[src/rtl/mem_scheduler_pkg.sv]
// Shared types and defaults for the instruction/data memory scheduler.
// Bus request/response structs, FSM state and grant encodings, configuration defaults.
package mem_scheduler_pkg;

  localparam int unsigned sched_timeout_cycles = 1024;
  localparam int unsigned sched_starve_limit   = 4;

  typedef enum logic [1:0] {IDLE, ISSUE, WAIT, DRAIN} sched_state_type;
  typedef enum logic       {GRANT_I, GRANT_D}         sched_grant_type;

  typedef struct packed {
    logic        mem_valid;
    logic        mem_instr;
    logic [31:0] mem_addr;
    logic [31:0] mem_wdata;
    logic [3:0]  mem_wstrb;
  } mem_in_type;

  typedef struct packed {
    logic        mem_ready;
    logic        mem_error;
    logic [31:0] mem_rdata;
  } mem_out_type;

  localparam mem_in_type  init_mem_in  = '0;
  localparam mem_out_type init_mem_out = '0;
  localparam mem_out_type err_mem_out  = '{mem_ready: 1'b1, mem_error: 1'b1, mem_rdata: '0};

endpackage

[src/rtl/mem_req_slot.sv]
// One-entry request buffer for a single CPU memory port.
// Load has priority over clear so a request arriving as the grant ends is kept.
module mem_req_slot
  import mem_scheduler_pkg::*;
(
  input  logic       clock,
  input  logic       reset,
  input  logic       load_i,
  input  logic       clear_i,
  input  mem_in_type data_i,
  output mem_in_type data_o,
  output logic       full_o
);

  mem_in_type data_q;
  logic       full_q;

  always_ff @(posedge clock or negedge reset) begin
    if (!reset) begin
      data_q <= init_mem_in;
      full_q <= 1'b0;
    end else if (load_i) begin
      data_q <= data_i;
      full_q <= 1'b1;
    end else if (clear_i) begin
      full_q <= 1'b0;
    end
  end

  assign data_o = data_q;
  assign full_o = full_q;

endmodule

[src/rtl/mem_scheduler.sv]
// Arbitrates CPU instruction/data requests onto the single SoC memory bus, one transaction
// outstanding, data priority with anti-starvation, and watchdog-closed hung transactions.
module mem_scheduler
  import mem_scheduler_pkg::*;
#(
  parameter int unsigned timeout_cycles = sched_timeout_cycles,
  parameter int unsigned starve_limit   = sched_starve_limit
) (
  input  logic        clock,
  input  logic        reset,
  input  mem_in_type  imem_in,
  output mem_out_type imem_out,
  input  mem_in_type  dmem_in,
  output mem_out_type dmem_out,
  output mem_in_type  mem_in,
  input  mem_out_type mem_out
);

  localparam int unsigned WDW = $clog2(timeout_cycles) + 1;
  localparam int unsigned SCW = $clog2(starve_limit + 1);

  sched_state_type state_q;
  sched_grant_type grant_q;
  logic [SCW-1:0]  starve_q;
  logic [WDW-1:0]  wdog_q;
  mem_in_type      mem_in_q;
  logic            err_q;

  mem_in_type i_data, d_data, win_req;
  logic       i_full, d_full, i_load, d_load, i_clear, d_clear;
  logic       resp_ok, port_busy, pick_d, pick_i;

  mem_req_slot u_islot (
    .clock   (clock),
    .reset   (reset),
    .load_i  (i_load),
    .clear_i (i_clear),
    .data_i  (imem_in),
    .data_o  (i_data),
    .full_o  (i_full)
  );

  mem_req_slot u_dslot (
    .clock   (clock),
    .reset   (reset),
    .load_i  (d_load),
    .clear_i (d_clear),
    .data_i  (dmem_in),
    .data_o  (d_data),
    .full_o  (d_full)
  );

  // The granted port may capture again in the very cycle its response is delivered.
  always_comb begin
    resp_ok   = (state_q == ISSUE || state_q == WAIT) && mem_out.mem_ready;
    port_busy = (state_q == ISSUE || state_q == WAIT) && !mem_out.mem_ready;
    i_clear   = (state_q == ISSUE) && (grant_q == GRANT_I);
    d_clear   = (state_q == ISSUE) && (grant_q == GRANT_D);
    i_load    = imem_in.mem_valid && (!i_full || i_clear) && !(port_busy && grant_q == GRANT_I);
    d_load    = dmem_in.mem_valid && (!d_full || d_clear) && !(port_busy && grant_q == GRANT_D);

    pick_d    = d_full && (!i_full || starve_q != SCW'(starve_limit));
    pick_i    = i_full && !pick_d;
    win_req   = pick_d ? d_data : i_data;
    win_req.mem_valid = 1'b1;

    imem_out = init_mem_out;
    dmem_out = init_mem_out;
    if (err_q) begin
      if (grant_q == GRANT_I) imem_out = err_mem_out;
      else                    dmem_out = err_mem_out;
    end else if (resp_ok) begin
      if (grant_q == GRANT_I) imem_out = mem_out;
      else                    dmem_out = mem_out;
    end
  end

  assign mem_in = mem_in_q;

  always_ff @(posedge clock or negedge reset) begin
    if (!reset) begin
      state_q  <= IDLE;
      grant_q  <= GRANT_I;
      starve_q <= '0;
      wdog_q   <= '0;
      mem_in_q <= init_mem_in;
      err_q    <= 1'b0;
    end else begin
      mem_in_q <= init_mem_in;
      err_q    <= 1'b0;
      case (state_q)
        IDLE: begin
          if (pick_d) begin
            grant_q  <= GRANT_D;
            mem_in_q <= win_req;
            state_q  <= ISSUE;
            if (i_full) starve_q <= starve_q + 1'b1;
          end else if (pick_i) begin
            grant_q  <= GRANT_I;
            mem_in_q <= win_req;
            state_q  <= ISSUE;
            starve_q <= '0;
          end
        end
        ISSUE: begin
          wdog_q  <= '0;
          state_q <= mem_out.mem_ready ? IDLE : WAIT;
        end
        WAIT: begin
          if (mem_out.mem_ready) begin
            state_q <= IDLE;
          end else if (wdog_q == WDW'(timeout_cycles - 2)) begin
            err_q   <= 1'b1;
            wdog_q  <= '0;
            state_q <= DRAIN;
          end else begin
            wdog_q <= wdog_q + 1'b1;
          end
        end
        DRAIN: begin
          if (mem_out.mem_ready || wdog_q == WDW'(timeout_cycles - 2)) begin
            state_q <= IDLE;
          end else begin
            wdog_q <= wdog_q + 1'b1;
          end
        end
        default: state_q <= IDLE;
      endcase
    end
  end

endmodule
[config.mk]
export PLATFORM = sky130hd
export DESIGN_NAME = mem_scheduler
export DESIGN_NICKNAME = d
export VERILOG_FILES = /design/src/rtl/mem_scheduler_pkg.sv /design/src/rtl/mem_req_slot.sv /design/src/rtl/mem_scheduler.sv
export SDC_FILE = /design/constraint.sdc
export NUM_CORES = 1
export LEC_CHECK = 0
export ABC_CLOCK_PERIOD_IN_PS = 2410
export BUFFER_PORTS_ARGS = -buffer_cell sky130_fd_sc_hd__buf_4
export CORE_AREA = 5 5 109 189
export CTS_CLUSTER_DIAMETER = 40
export CTS_CLUSTER_SIZE = 16
export DETAILED_ROUTE_END_ITERATION = 10
export DIE_AREA = 0 0 114 194
export PLACE_DENSITY = 0.83
export SYNTH_ARGS = -nofsm -noshare
export SYNTH_HDL_FRONTEND = slang
export SYNTH_SLANG_ARGS = --single-unit
[constraint.sdc]
create_clock -name clock -period 2.41 [get_ports clock]
set_input_delay 0.482 -clock clock [delete_from_list [all_inputs] [get_ports clock]]
set_output_delay 0.482 -clock clock [all_outputs]
set_load 0.05 [all_outputs]
==> results_dict.tcl, run 1 <==
set metrics [dict create \
    status "finished, violations left" \
    violations "setup timing" \
    dr_total_vias 7339 \
    slew_viol_final 0 \
    layout_common_cells "buf_4 (264), dfrtp_1 (228), mux2_2 (135), a22o_1 (69), buf_6 (48)" \
    ys_ff_latch 228 \
    ys_warn_count 0 \
    peakVddDrop_mv 1.23 \
    drtIter0Drc 282 \
    postPlaceCellArea_sq_mm 0.0122 \
    route.met3.wl_microns 2720 \
    cts_inserted_buffers 20 \
    clk_pin_slew_worst_paths_ns 0.07 \
    nets 1210 \
    drtAntennaViolNets 0 \
    antenna_found_initial 1 \
    io_buffers 313 \
    cts_tree "built" \
    synth_cell_types 50 \
    die_h_microns 194 \
    place_hpwl_microns 19500 \
    clock_skew_ns 0.0172 \
    synthArstFlopShare_pct 100 \
    end_kind "output port" \
    htree_levels 1 \
    grt.overflow.total 0 \
    syn_area_per_cell_sq_um 13.4 \
    synth_edf_count 0 \
    core_sq_mm 0.0189 \
    wl_per_cell_microns 24.7 \
    worst_slack_ns -0.258 \
    worstPathArrival_ns 2.19 \
    wl_met2_microns 17000 \
    ios 314 \
    post-route-period-util_pct 111 \
    grt_max_degree 57 \
    hp-class "in2reg" \
    period_needed_ns 2.67 \
    grt_pass1_vias 7851 \
    reg2reg_from "state_q[0]$_DFFE_PN0P_" \
    rows 67 \
    wl_met1_microns 9720 \
    path_cells "inv_2 > ha_4 > and2_4 > buf_6 > buf_16 > nand2_4 > nor2_4 > buf_6" \
    avgViaCountPerCell 5.74 \
    criticalPathCategory "reg2out" \
    cts.sinks 228 \
    start_util_pct 49.1 \
    synth_nets 877 \
    max_slew_margin_pct 50.4 \
    grt_setup_unrepaired "true" \
    place_congestion 0.796 \
    final_common_cell "buf_4" \
    grtUsageTotal_pct 25.2 \
    tightestPinTransition_ns 0.744 \
    hold_viol 0 \
    insertion_delay_ns 0.49 \
    syn_area_sq_mm 0.00926 \
    finalSetupViolCount 68 \
    setup_tns_ns -9.57 \
    drive_gt1_share_pct 61.8 \
    grt_pass1_wl_microns 43600 \
    first_pass_iters 5 \
    cpMaxStageDelayCell "dfrtp_1" \
    min_path_cells 2 \
    hp-start "dmem_in[36]" \
    slowest_delay_ns 0.38 \
    die_w_microns 114 \
    syn_inst 693 \
    dr.max_layer_used "met4" \
    reg2reg_depth 8 \
    startpoint "state_q[1]$_DFFE_PN0P_" \
    max_cap_viol_count 0 \
    cp.required_ns 1.93 \
    drc_errors 0 \
    power_density_mw_per_mm2 1460 \
    startpoint_type "register" \
    routed_wl_microns 31500 \
    cp_max_fo 8 \
    place_inst 1229 \
    clockRootBuffer "clkbuf_16" \
    seq_area_frac_synth_pct 61.6 \
    place_ws_ns 0.178 \
    clockBufferDepth 3 \
    max_freq_mhz 375 \
    stdcell_count 1278 \
    cpMostUsedCell "buf_6" \
    dieArea_sq_mm 0.0221 \
    area_delta_synth_final_pct 50.7 \
    ys.flop_type "dfrtp_1" \
    p_leak_nw 6.46 \
    fin_area_sq_mm 0.0140 \
]
cells by family (layout without fill, tap and decap cells):
group | Yosys count | after routing | share of synthesized area (%)
XOR/XNOR | 1 | 1 | 0.0946
multiplexers | 140 | 140 | 17.0
adder cells (fa/ha/maj) | 8 | 8 | 1.08
AO/OA/AOI/OAI | 112 | 112 | 9.93
buffers and inverters | 53 | 395 | 2.89
flip-flops | 228 | 228 | 61.6
other | 0 | 1 | 0
AND/OR/NAND/NOR | 151 | 152 | 7.37
final timing paths:
| path | endpoint | slack, ns |
|---|---|---|
| max | imem_out[27] | -0.26 |
| min | u_dslot.data_o[36]$_DFFE_PN0P_ | 0.22 |
| max reg2reg | wdog_q[9]$_DFFE_PN0P_ | 0.16 |
| min reg2reg | mem_in[51]$_DFF_PN0_ | 0.48 |
| max in group asynchronous | mem_in[56]$_DFF_PN0_ | 1.24 |
| min in group asynchronous | u_dslot.data_o[54]$_DFFE_PN0P_ | 0.48 |
report_power, final:
group | internal (mW) | switching (mW)
combinational | 4.35 | 6.11
clock | 1.90 | 1.40
sequential | 5.60 | 0.952
sequential cells by signal (all words and copies together), names as in the netlist:
| signal | count |
|---|---|
| mem_in | 70 |
| u_dslot.data_o | 69 |
| u_islot.data_o | 69 |
| wdog_q | 11 |
| starve_q | 3 |
| state_q | 2 |
| err_q | 1 |
| grant_q | 1 |
| u_dslot.full_o | 1 |
| u_islot.full_o | 1 |
cells in the mapped netlist (3+ instances only):
cell	count	area, sq um
a21oi_1	9	45.0
a21oi_2	4	35.0
a22o_1	69	604
a31oi_1	3	18.8
and2_1	3	18.8
buf_2	22	110
buf_6	5	56.3
clkbuf_1	16	60.1
dfrtp_1	228	5710
ha_1	8	100
inv_1	9	33.8
mux2_1	3	33.8
mux2_2	135	1520
nand2_1	45	169
nand2b_1	4	25.0
nand3_1	3	15.0
nand4_1	3	18.8
nor2_1	74	278
o21ai_1	4	20.0
o31ai_1	7	52.6
or4_1	7	52.6
critical path, delay by kind of cell, from the launching register on:
kind,cells,cell delay (ns)
buffers and inverters,4,0.56
adders and majority gates,1,0.27
and+or+nand+nor,3,0.47
DFF,1,0.38
area by class of cell:
cell class / count / area [sq um]
sequential: 228 / 5710
timing repair buffer: 354 / 3260
inverter: 9 / 33.8
multi-input combinational: 413 / 3970
antenna: 1 / 2.50
clock buffer: 26 / 574
clock inverter: 6 / 98.8
fill: 1110 / 4910
tap: 241 / 302
metrics by stage:
step / power [mW] / util, % / hold slack (ns)
after floorplan: 12.6 / - / 0.186
after global placement: 15.3 / 64.8 / 0.391
after detailed placement: 15.6 / 64.8 / 0.395
after CTS: 19.5 / 71.2 / 0.199
after global routing: 21.2 / 74.0 / 0.196
final: 20.3 / 74.0 / 0.215
repair_timing:
item | CTS | global route
gates cloned | 3 | 2
pin swaps | 13 | 32
hold buffers | 1 | 0
buffers inserted | 5 | 5
gates resized for setup | 115 | 118
hold endpoints to repair | 38 | 0
setup endpoints to repair | 68 | 68
metal layers:
layer,global-route usage (%),up-vias
met2,47.3,425
met4,13.2,0
met1,25.0,3666
met3,5.97,125
li1,-,3123
met5,0,-
No activity file was read; power rests on OpenSTA's default activity.
==> run 2, diff against run 1 <==
--- a/config.mk
+++ b/config.mk
@@ -13,6 +13,7 @@
 export DETAILED_ROUTE_END_ITERATION = 10
 export DIE_AREA = 0 0 114 194
 export PLACE_DENSITY = 0.83
+export RECOVER_POWER = 50
 export SYNTH_ARGS = -nofsm -noshare
 export SYNTH_HDL_FRONTEND = slang
 export SYNTH_SLANG_ARGS = --single-unit
==> run 2 against run 1 <==
Against the previous run: the flow still finishes with violations (setup timing); die area did not move; hold slack barely moved; wire length is essentially flat; sequential cell count did not move; sequential share of layout area about the same; critical path depth did not move; global-route usage stayed put; combinational power barely moved; largest power group unchanged.
==> results_dict.tcl, run 2 (synthesized netlist as in run 1, its figures left out) <==
set metrics [dict create \
    dr_total_vias 7330 \
    grtUsageTotal_pct 25.2 \
    antenna_found_initial 1 \
    start_util_pct 49.1 \
    route.met3.wl_microns 2720 \
    max_freq_mhz 374 \
    criticalPathCategory "reg2out" \
    reg2reg_depth 8 \
    rrSetupSlack_ns 0.16 \
    grt_pass1_vias 7851 \
    place_hpwl_microns 19500 \
    p_sw_share_pct 41.6 \
    finalSetupViolCount 68 \
    worst_slack_ns -0.260 \
    tightestPinTransition_ns 1.16 \
    max_slew_margin_pct 22.6 \
    power_density_mw_per_mm2 1460 \
    grt_pass1_wl_microns 43600 \
    die_w_microns 114 \
    hold_viol 0 \
    final_core_util_pct 73.9 \
    drtAntennaViolNets 0 \
    violations "setup timing" \
    whs_ns 0.215 \
    die_h_microns 194 \
    insertion_delay_ns 0.49 \
    startpoint "state_q[1]$_DFFE_PN0P_" \
    cts_inserted_buffers 20 \
    wl_per_cell_microns 24.7 \
    r2r-end "wdog_q[9]$_DFFE_PN0P_" \
    drive_gt1_share_pct 61.8 \
    status "finished, violations left" \
    clockRootBuffer "clkbuf_16" \
    routed_wl_microns 31600 \
    grt.overflow.total 0 \
    io_buffers 313 \
    cts_tree "built" \
    dieArea_sq_mm 0.0221 \
    dr.max_layer_used "met4" \
    startpoint_type "register" \
    clockBufferDepth 3 \
    cp_max_fo 8 \
    combPwrFrac_pct 51.5 \
    cts.sinks 228 \
    layout_common_cells "buf_4 (264), dfrtp_1 (228), mux2_2 (135), a22o_1 (69), buf_6 (48)" \
    ios 314 \
    clk_pin_slew_worst_paths_ns 0.07 \
    clkPwrFrac_pct 16.3 \
    htree_levels 1 \
    cp.required_ns 1.93 \
    clock_skew_ns 0.0159 \
    wl_met2_microns 17100 \
    reg2reg_from "state_q[0]$_DFFE_PN0P_" \
    slew_viol_final 0 \
    place_congestion 0.796 \
    p_leak_nw 6.46 \
    core_sq_mm 0.0189 \
    peakVddDrop_mv 1.23 \
    worstPathArrival_ns 2.19 \
    rows 67 \
    pwr-share-seq_pct 32.3 \
    largest_reg_flops 70 \
    drtIter0Drc 282 \
    max_cap_viol_count 0 \
    nets 1210 \
    post-route-period-util_pct 111 \
    period_needed_ns 2.67 \
    hp-class "in2reg" \
    grt_setup_unrepaired "true" \
    wl_met1_microns 9740 \
    drc_errors 0 \
    p_sw_mw 8.46 \
    grt_max_degree 57 \
    area_delta_synth_final_pct 50.6 \
    avgViaCountPerCell 5.74 \
    internal-power_mw 11.9 \
    first_pass_iters 5 \
    final_common_cell "buf_4" \
    end_kind "output port" \
    endpoint "imem_out[27]" \
]
==> run 2: changes by cell type in the layout (fill, tap and decap cells not counted), sizes merged <==
cell | before | now
buf | 352 | 351
clkbuf | 27 | 28
==> run 2: how the worst min path moves through the flow <==
stage                startpoint                              to  slack, ns  depth (start not counted)
finish              dmem_in[36]  u_dslot.data_o[36]$_DFFE_PN0P_       0.22                          2
global route        dmem_in[36]  u_dslot.data_o[36]$_DFFE_PN0P_       0.20                          2
CTS                 dmem_in[36]  u_dslot.data_o[36]$_DFFE_PN0P_       0.20                          2
detailed placement        reset  u_dslot.data_o[54]$_DFFE_PN0P_       0.39                          1
global placement          reset  u_dslot.data_o[54]$_DFFE_PN0P_       0.39                          1
floorplan                 reset                 err_q$_DFF_PN0_       0.19                          0
==> run 2: power groups by stage <==
stage,Clock [mW],Sequential (mW),Combinational (mW)
final,3.31,6.55,10.5
after global routing,3.51,6.74,10.9
after CTS,3.36,6.48,9.66
after detailed placement,0,6.54,9.02
after global placement,0,6.43,8.83
after floorplan,0,7.83,4.81
==> run 2: worst max-delay path, stage by stage, from the launching register on <==
cell	delay, ns
dfrtp_1	0.38
inv_2	0.07
ha_4	0.27
and2_4	0.18
buf_6	0.12
buf_16	0.17
nand2_4	0.08
nor2_4	0.20
buf_6	0.19
==> run 2: layer usage <==
layer  GRT usage (%)  vias to the layer above
li1                -                     3125
met1            25.0                     3657
met2            47.3                      422
met3            5.97                      126
met4            13.2                        0
met5               0                        -
==> run 2: repair_timing <==
| item | in CTS | in global routing |
|---|---|---|
| pin swaps | 13 | 32 |
| hold endpoints to repair | 38 | 0 |
| gates resized for setup | 115 | 118 |
| endpoints found under the setup margin | 68 | 68 |
| setup buffers | 5 | 5 |
| gates cloned | 3 | 2 |
| hold buffers | 1 | 0 |
==> run 2: metrics by stage <==
step	worst slack, ns	setup TNS (ns)	instances	instance area, sq um	power [mW]
after global placement	0.231	0	1229	12200	15.3
final	-0.260	-9.72	1278	13900	20.3
after floorplan	-0.135	-5.05	693	9410	12.6
after global routing	-0.316	-13.27	1278	13900	21.2
after detailed placement	0.178	0	1229	12200	15.6
after CTS	-0.145	-6.53	1270	13400	19.5
==> run 2: layout make-up <==
class | count | area (sq um)
diodes | 1 | 2.50
clock buffers | 26 | 574
clock inverters | 6 | 98.8
fillers | 1111 | 4920
inverters | 9 | 33.8
multi-input cells | 413 | 3970
flip-flops and latches | 228 | 5710
well taps | 241 | 302
repair buffers | 354 | 3250
==> run 3, diff against run 2 <==
--- a/config.mk
+++ b/config.mk
@@ -14,6 +14,7 @@
 export DIE_AREA = 0 0 114 194
 export PLACE_DENSITY = 0.83
 export RECOVER_POWER = 50
+export SKIP_CTS_REPAIR_TIMING = 1
 export SYNTH_ARGS = -nofsm -noshare
 export SYNTH_HDL_FRONTEND = slang
 export SYNTH_SLANG_ARGS = --single-unit
==> run 3 against run 2 <==
Against the previous run: the flow still finishes with violations (setup timing); critical path type unchanged; combinational power down 4%; die area unchanged; fmax up 1.3%; cell area down 1.7%.
==> results_dict.tcl, run 3 (synthesized netlist as in run 1, its figures left out) <==
set metrics [dict create \
    status "finished, violations left" \
    violations "setup timing" \
    pwr-share-seq_pct 32.8 \
    final_common_cell "buf_4" \
    p_leak_nw 6.39 \
    largest_reg_flops 70 \
    min_path_cells 2 \
    nets 1204 \
    hp-class "in2reg" \
    internal-power_mw 11.7 \
    grt_pass1_wl_microns 40600 \
    max_freq_mhz 379 \
    post-route-period-util_pct 109 \
    p_sw_mw 8.20 \
    path_buf_inv 3 \
    core_sq_mm 0.0189 \
    cp.required_ns 1.93 \
    grtUsageTotal_pct 23.3 \
    io_buffers 313 \
    power_density_mw_per_mm2 1450 \
    clk_pin_slew_worst_paths_ns 0.07 \
    clkPwrFrac_pct 16.6 \
    insertion_delay_ns 0.49 \
    grt_pass1_vias 7472 \
    path_cells "inv_2 > ha_4 > and2_4 > clkbuf_16 > nand2_2 > nor2_4 > buf_6" \
    cpMaxStageDelayCell "dfrtp_1" \
    clockRootBuffer "clkbuf_16" \
    drtIter0Drc 255 \
    p_sw_share_pct 41.2 \
    criticalPathCategory "reg2out" \
    hp-start "dmem_in[36]" \
    slowest_delay_ns 0.41 \
    cts.sinks 228 \
    holdPathEnd "u_dslot.data_o[36]$_DFFE_PN0P_" \
    wl_per_cell_microns 23.4 \
    first_pass_iters 4 \
    avgViaCountPerCell 5.62 \
    r2r-end "u_islot.data_o[21]$_DFFE_PN0P_" \
    layout_common_cells "buf_4 (260), dfrtp_1 (228), mux2_2 (135), a22o_1 (69), buf_6 (59)" \
    die_w_microns 114 \
    startpoint_type "register" \
    reg2reg_from "state_q[1]$_DFFE_PN0P_" \
    routed_wl_microns 29800 \
    antenna_found_initial 1 \
    end_kind "output port" \
    area_delta_synth_final_pct 48.0 \
    place_hpwl_microns 19500 \
    place_congestion 0.796 \
    grt_setup_unrepaired "true" \
    htree_levels 1 \
    rrSetupSlack_ns 0.26 \
    drive_gt1_share_pct 60.3 \
    final_core_util_pct 72.7 \
    cts_inserted_buffers 20 \
    period_needed_ns 2.64 \
    max_cap_viol_count 0 \
    start_util_pct 49.1 \
    worstPathArrival_ns 2.15 \
    stdcell_count 1272 \
    tightestPinTransition_ns 1.11 \
    grt_max_degree 57 \
    power_mw 19.9 \
    worst_slack_ns -0.225 \
    slew_viol_final 0 \
    clock_skew_ns 0.0168 \
    grt.overflow.total 0 \
    clockBufferDepth 3 \
    cts_tree "built" \
    drtAntennaViolNets 0 \
    ios 314 \
    peakVddDrop_mv 1.20 \
    reg2reg_depth 8 \
    finalSetupViolCount 68 \
    drc_errors 0 \
    die_h_microns 194 \
    combPwrFrac_pct 50.6 \
    hold_viol 0 \
    path_delay_family "simple AND/OR/NAND/NOR gates" \
    max_slew_margin_pct 26.2 \
    rows 67 \
    dr_total_vias 7152 \
    cp_max_fo 8 \
    dieArea_sq_mm 0.0221 \
    place_inst 1229 \
]
-- run 3: cell count changes in the layout (fill, tap and decap cells not counted), sizes merged --
cell,previous run,this run
or2,2,1
buf,351,343
clkbuf,28,31
-- run 3: metrics by stage --
step | instance area (sq um) | worst slack [ns] | TNS (ns) | hold WS, ns
floorplan | 9410 | -0.135 | -5.05 | 0.186
global placement | 12200 | 0.231 | 0 | 0.391
detailed placement | 12200 | 0.178 | 0 | 0.395
CTS | 12900 | -0.359 | -12.51 | -0.128
global route | 13700 | -0.281 | -16.37 | 0.196
finish | 13700 | -0.225 | -10.23 | 0.216
-- run 3: layout make-up --
| cell class | instances | area, sq um |
|---|---|---|
| antenna | 1 | 2.50 |
| clock buffer | 26 | 574 |
| clock inverter | 6 | 98.8 |
| fill | 1162 | 5160 |
| inverter | 9 | 33.8 |
| multi-input combinational | 412 | 3860 |
| sequential | 228 | 5710 |
| tap | 241 | 302 |
| timing repair buffer | 349 | 3130 |
-- run 3: worst max path at each step --
stage | startpoint | to | slack, ns | cells after the start
2_1_floorplan | state_q[0]$_DFFE_PN0P_ | imem_out[23] | -0.14 | 7
3_3_place_gp | state_q[0]$_DFFE_PN0P_ | imem_out[27] | 0.23 | 7
3_5_place_dp | state_q[0]$_DFFE_PN0P_ | imem_out[27] | 0.18 | 7
4_1_cts | state_q[0]$_DFFE_PN0P_ | imem_out[27] | -0.36 | 7
5_1_grt | state_q[1]$_DFFE_PN0P_ | imem_out[12] | -0.28 | 7
6_report | state_q[0]$_DFFE_PN0P_ | imem_out[12] | -0.23 | 7
-- run 3: per-layer routing --
metal / share of wire [%] / routed length [microns] / track usage (%) / vias to the layer above
met3: 8.3 / 2460 / 6.12 / 101
met2: 54 / 16200 / 43.8 / 362
li1: - / - / - / 3106
met5: 0 / 0 / 0 / -
met4: 6.3 / 1890 / 11.2 / 0
met1: 31 / 9210 / 23.0 / 3583
-- run 3: power by group through the flow --
stage	clock network (mW)	registers [mW]	logic [mW]
finish	3.30	6.53	10.1
global route	3.53	6.71	10.6
CTS	3.36	6.48	9.08
detailed placement	0	6.54	9.02
global placement	0	6.43	8.83
floorplan	0	7.83	4.81
